`src/rtl/uart_cmd_ctrl.sv`:
```
// UART command controller: pops RX bytes, decodes single-char commands,
// echoes bytes and arbitrates TX FIFO writes against a report packet stream.
module uart_cmd_ctrl #(
    parameter bit         ECHO_EN   = 1'b1,
    parameter logic [7:0] CMD_RUN   = 8'h52,
    parameter logic [7:0] CMD_CLEAR = 8'h43,
    parameter logic [7:0] CMD_MODE  = 8'h4D,
    parameter logic [7:0] CMD_STAT  = 8'h53
) (
    input  logic       clk,
    input  logic       rst,
    input  logic [7:0] rx_rdata,
    input  logic       rx_empty,
    output logic       rx_pop,
    output logic [7:0] tx_wdata,
    output logic       tx_push,
    input  logic       tx_full,
    input  logic       rpt_valid,
    input  logic [7:0] rpt_data,
    input  logic       rpt_last,
    output logic       rpt_ready,
    output logic       cmd_run,
    output logic       cmd_clear,
    output logic       cmd_mode,
    output logic       rpt_start,
    output logic [7:0] err_cnt
);

    typedef enum logic [1:0] {
        IDLE,
        DECODE,
        ECHO,
        RPT
    } state_t;

    state_t     state;
    state_t     state_nx;
    logic [7:0] byte_q;
    logic [7:0] byte_up;
    logic       last_rpt;
    logic       grant_rx;
    logic       grant_rpt;
    logic       hit_run;
    logic       hit_clear;
    logic       hit_mode;
    logic       hit_stat;

    always_comb begin
        byte_up = byte_q;
        if (byte_q >= 8'h61 && byte_q <= 8'h7A) begin
            byte_up = byte_q & 8'hDF;
        end
    end

    assign hit_run   = (byte_up == CMD_RUN);
    assign hit_clear = (byte_up == CMD_CLEAR);
    assign hit_mode  = (byte_up == CMD_MODE);
    assign hit_stat  = (byte_up == CMD_STAT);

    // Strobes are gated by rst so nothing leaks out while the state
    // register is still waiting for the reset edge.
    always_comb begin
        state_nx  = state;
        rx_pop    = 1'b0;
        tx_push   = 1'b0;
        tx_wdata  = 8'h00;
        rpt_ready = 1'b0;
        grant_rx  = 1'b0;
        grant_rpt = 1'b0;
        if (!rst) begin
            unique case (state)
                IDLE: begin
                    grant_rx  = !rx_empty && (!rpt_valid || last_rpt);
                    grant_rpt = rpt_valid && (rx_empty || !last_rpt);
                    rx_pop    = grant_rx;
                    if (grant_rx) begin
                        state_nx = DECODE;
                    end else if (grant_rpt) begin
                        state_nx = RPT;
                    end
                end
                DECODE: begin
                    state_nx = ECHO_EN ? ECHO : IDLE;
                end
                ECHO: begin
                    tx_push = !tx_full;
                    if (!tx_full) begin
                        tx_wdata = byte_q;
                        state_nx = IDLE;
                    end
                end
                RPT: begin
                    rpt_ready = !tx_full;
                    tx_push   = rpt_valid && !tx_full;
                    if (rpt_valid && !tx_full) begin
                        tx_wdata = rpt_data;
                        if (rpt_last) begin
                            state_nx = IDLE;
                        end
                    end
                end
                default: state_nx = IDLE;
            endcase
        end
    end

    always_ff @(posedge clk) begin
        if (rst) begin
            state     <= IDLE;
            byte_q    <= 8'h00;
            last_rpt  <= 1'b1;
            err_cnt   <= 8'h00;
            cmd_run   <= 1'b0;
            cmd_clear <= 1'b0;
            cmd_mode  <= 1'b0;
            rpt_start <= 1'b0;
        end else begin
            state     <= state_nx;
            cmd_run   <= 1'b0;
            cmd_clear <= 1'b0;
            cmd_mode  <= 1'b0;
            rpt_start <= 1'b0;
            if (grant_rx) begin
                byte_q   <= rx_rdata;
                last_rpt <= 1'b0;
            end else if (grant_rpt) begin
                last_rpt <= 1'b1;
            end
            if (state == DECODE) begin
                cmd_run   <= hit_run;
                cmd_clear <= hit_clear;
                cmd_mode  <= hit_mode;
                rpt_start <= hit_stat;
                if (!(hit_run || hit_clear || hit_mode || hit_stat)
                    && err_cnt != 8'hFF) begin
                    err_cnt <= err_cnt + 8'd1;
                end
            end
        end
    end

endmodule
```
`config.mk`:
```
export PLATFORM = sky130hd
export DESIGN_NAME = uart_cmd_ctrl
export DESIGN_NICKNAME = d
export VERILOG_FILES = /design/src/rtl/uart_cmd_ctrl.sv
export SDC_FILE = /design/constraint.sdc
export NUM_CORES = 1
export LEC_CHECK = 0
export CAP_MARGIN = 20
export CORE_AREA = 2 2 58 60
export CTS_CLUSTER_DIAMETER = 200
export DETAILED_ROUTE_END_ITERATION = 8
export DIE_AREA = 0 0 60 62
export PLACE_DENSITY_LB_ADDON = 0.12
export RECOVER_POWER = 50
export SETUP_SLACK_MARGIN = 0.5
export SLEW_MARGIN = 20
export SYNTH_ARGS = -nofsm -noshare
export SYNTH_HDL_FRONTEND = slang
export SYNTH_SLANG_ARGS = --single-unit
```
`constraint.sdc`:
```
create_clock -name clk -period 1.5 [get_ports clk]
set_input_delay 0.3 -clock clk [delete_from_list [all_inputs] [get_ports clk]]
set_output_delay 0.3 -clock clk [all_outputs]
set_load 0.01 [all_outputs]
```
==> summary.txt <==
status: finished with violations
failing checks: negative setup slack
synth top area cells: dfxtp_1, o21ai_0, a22oi_1
peak fanout along the critical path: 4
Buf/Inv on CP: 2
via count of the routed design: 1,391
total CTS buffers: 3
Post-Synthesis Mean Instance Area: 8.20 sq um
FP Rows: 21
total core area: 0.00318 sq mm
Most Crowded Layer GR: met2
Worst setup startpoint: state[1]$_SDFFE_PP0P_
power per cell area: 631 mW/mm^2
Yosys top cell area share: 0.407
number of distinct library cells after synthesis: 38
slowest stage cell on the critical path: dfxtp_4
DR DRC count: 0
min Tclk post-route: 1.79 ns
met1 Use GR: 0.259
Port Buffer Count: 44
Routed WL: 3730 um
CTS tree: yes
wire per inst: 13.5 um
Clock Skews: 0.00253 ns
Peak supply drop: 0.000467 V
max-slew violations: 0
clk buf depth: 2
Num Clock Sinks: 23
count of final hold-check violations: 0
DRT iter0 DRCs: 49
final period utilization: 1.19
grt ovf: 0
Post-Syn Instances: 138
RePlAce Congestion: 0.701
Final Non-Filler Cells: 276
WP data required: 1.20 ns
worst-path cell chain: nor2b_4, and3_4, buf_6, a22oi_2, nor2_1, buf_2
met3 usage: 0.0248
number of global-route vias before repair: 1,322
CP delay by family, top: simple AND/OR/NAND/NOR gates
IO Pins: 45
dpl hpwl: 2360 um
CTS root buf: clkbuf_4
CP startpoint kind: flip-flop
Tot GR Track Use: 0.214
Die X: 60 um
fraction of layout cells with a size suffix above 1: 0.591
Die Footprint: 0.00372 sq mm
Synth Cell Area: 0.00113 sq mm
Arr. time, crit path: 1.49 ns
Die H: 62 um
post-synthesis sequential area ratio: 0.407
routed vias/inst: 5.04
top-count cell post-synth: dfxtp_1
antenna violations before repair: 0
Async SR Flop Fraction: 0
Starting Density: 0.356
grt met2 use: 0.380
final net count: 254
Area after DPL: 0.00195 sq mm
worst slew pin tran: 0.302 ns
yosys warns: 0
clock latency on the worst-skew pair: 0.31 ns
Syn-to-layout area delta: 105%
Post-Syn Nets: 161
worst setup path endpoint: tx_wdata[0]
r2r startpoint: state[1]$_SDFFE_PP0P_
worst reg2reg path depth: 7
CP max stage delay: 0.36 ns
EDFF count, synth: 0
type of the worst setup path: reg -> out
first-pass GRT wire length: 5960 um
synth cell count leaders: dfxtp_1, nor2_1, o21ai_0
FILL cells: 240
FF-to-FF setup slack: -0.22 ns
CP Capture Type: primary output
f_max: 559 MHz
ANT nets after route: 0
post-layout util: 0.731
RSZ-0062 raised after global routing: yes
Worst Hold Class: in -> reg
Crit path depth: 6
Top FF cell, synth: dfxtp_1
MaxCap Viol Count: 0
Reg clk slew, reported paths: 0.12 ns
drt first pass iters: 4
# placed instances: 247
Seq cells post-synth: 23
relative max-transition margin: 0.798
largest area contributor in the netlist: dfxtp_1
CTS H-tree lvls: 1
design area: 0.00232 sq mm
P_leak: 0.920 nW
largest net degree at the start of global routing: 23
ANT cells: 0
Worst Slack Setup Final: -0.289 ns
end of the worst register-to-register path: err_cnt[7]$_SDFFE_PP0P_
Final setup viols: 19
placed cells by master, fill, tap and decap left out, types with 2 or more instances in the layout:
| cell | Yosys | layout |
|---|---|---|
| dfxtp_2 | 0 | 5 |
| buf_2 | 1 | 11 |
| inv_1 | 3 | 3 |
| buf_6 | 1 | 29 |
| or3_1 | 5 | 3 |
| nor3b_4 | 0 | 2 |
| a22oi_2 | 0 | 8 |
| nor2_1 | 15 | 4 |
| buf_12 | 0 | 2 |
| or3_4 | 0 | 2 |
| nand2b_1 | 8 | 7 |
| o21ai_1 | 1 | 10 |
| buf_4 | 0 | 26 |
| dfxtp_4 | 0 | 6 |
| nand3_1 | 5 | 3 |
| dlygate4sd2_1 | 0 | 3 |
| and3_4 | 0 | 5 |
| a21oi_1 | 7 | 4 |
| nor2_2 | 0 | 9 |
| nand2_1 | 12 | 8 |
| o21ai_0 | 14 | 4 |
| a21oi_2 | 0 | 3 |
| clkdlybuf4s50_1 | 0 | 18 |
| nor2_4 | 0 | 2 |
| nand2b_4 | 1 | 2 |
| nand3_2 | 1 | 2 |
| clkbuf_4 | 0 | 3 |
| dfxtp_1 | 23 | 12 |
| nand2_2 | 0 | 4 |
| clkbuf_1 | 5 | 5 |
report_power, final:
group          switching, mW  total, mW  internal, mW  leakage [nW]
Combinational          0.202      0.493         0.291         0.711
Sequential            0.0369      0.682         0.645         0.194
Clock                  0.188      0.292         0.104        0.0150
Total                  0.427       1.47          1.04         0.920
worst reg2reg max path, stage by stage, from the launching register on:
cell and delay (ns):
dfxtp_4 0.36, buf_4 0.13, buf_6 0.12, nand2b_4 0.15, a31oi_4 0.17, nand3_4 0.11
or4_4 0.49, a21oi_2 0.13
cell type report:
type	count	area, sq um	area share
timing repair buffer	93	838	0.361
clock buffer	4	26.3	0.0113
sequential	23	489	0.211
multi-input combinational	107	901	0.388
tap	46	57.6	0.0248
inverter	3	11.3	0.00485
through the flow:
| stage | TNS, ns | hold WS, ns | power (mW) | setup slack [ns] |
|---|---|---|---|---|
| 6_report | -3.81 | 0.501 | 1.47 | -0.289 |
| 3_5_place_dp | -10.21 | 0.497 | 1.06 | -0.769 |
| 2_1_floorplan | 0 | 0.404 | 0.868 | 0.0652 |
| 3_3_place_gp | -9.28 | 0.482 | 1.05 | -0.720 |
| 4_1_cts | -4.03 | 0.486 | 1.44 | -0.309 |
| 5_1_grt | -5.71 | 0.507 | 1.54 | -0.379 |
worst min-delay path by stage:
stage / start / to / cells after the start
after CTS: rpt_valid / state[1]$_SDFFE_PP0P_ / 3
after detailed placement: byte_q[5]$_SDFFE_PP0P_ / byte_q[5]$_SDFFE_PP0P_ / 2
after global routing: rpt_valid / state[1]$_SDFFE_PP0P_ / 3
after floorplan: rpt_valid / state[1]$_SDFFE_PP0P_ / 1
after global placement: byte_q[5]$_SDFFE_PP0P_ / byte_q[5]$_SDFFE_PP0P_ / 2
final: rpt_valid / state[1]$_SDFFE_PP0P_ / 3
per-layer routing:
| metal | up-vias | wire length (um) |
|---|---|---|
| li1 | 682 | - |
| met1 | 661 | 1550 |
| met2 | 40 | 1950 |
| met5 | - | 0 |
| met4 | 0 | 82 |
| met3 | 8 | 148 |
timing repair:
| item | in CTS | in global routing |
|---|---|---|
| pin swaps | 27 | 20 |
| hold buffers | 0 | 0 |
| cloned | 2 | 0 |
| setup endpoints to repair | 46 | 46 |
| setup buffers | 19 | 4 |
| gates resized for setup | 163 | 12 |
cells by family (layout without fill, tap and decap cells):
kind of cell             count (synthesis)  in the layout  synth area share
buffers and inverters                   10            100            0.0409
XOR/XNOR                                 1              1           0.00774
AND/OR/NAND/NOR                         65             67             0.325
multiplexers                             1              1           0.00885
flip-flops                              23             23             0.407
AO/OA/AOI/OAI                           37             37             0.199
adder cells (fa/ha/maj)                  1              1            0.0111
sequential cells by signal, summed over array words and instances, names as in the netlist:
register / count
rpt_start: 1
byte_q: 8
cmd_mode: 1
cmd_clear: 1
last_rpt: 1
cmd_run: 1
err_cnt: 8
state: 2
Power figures use the tool's default switching activity.
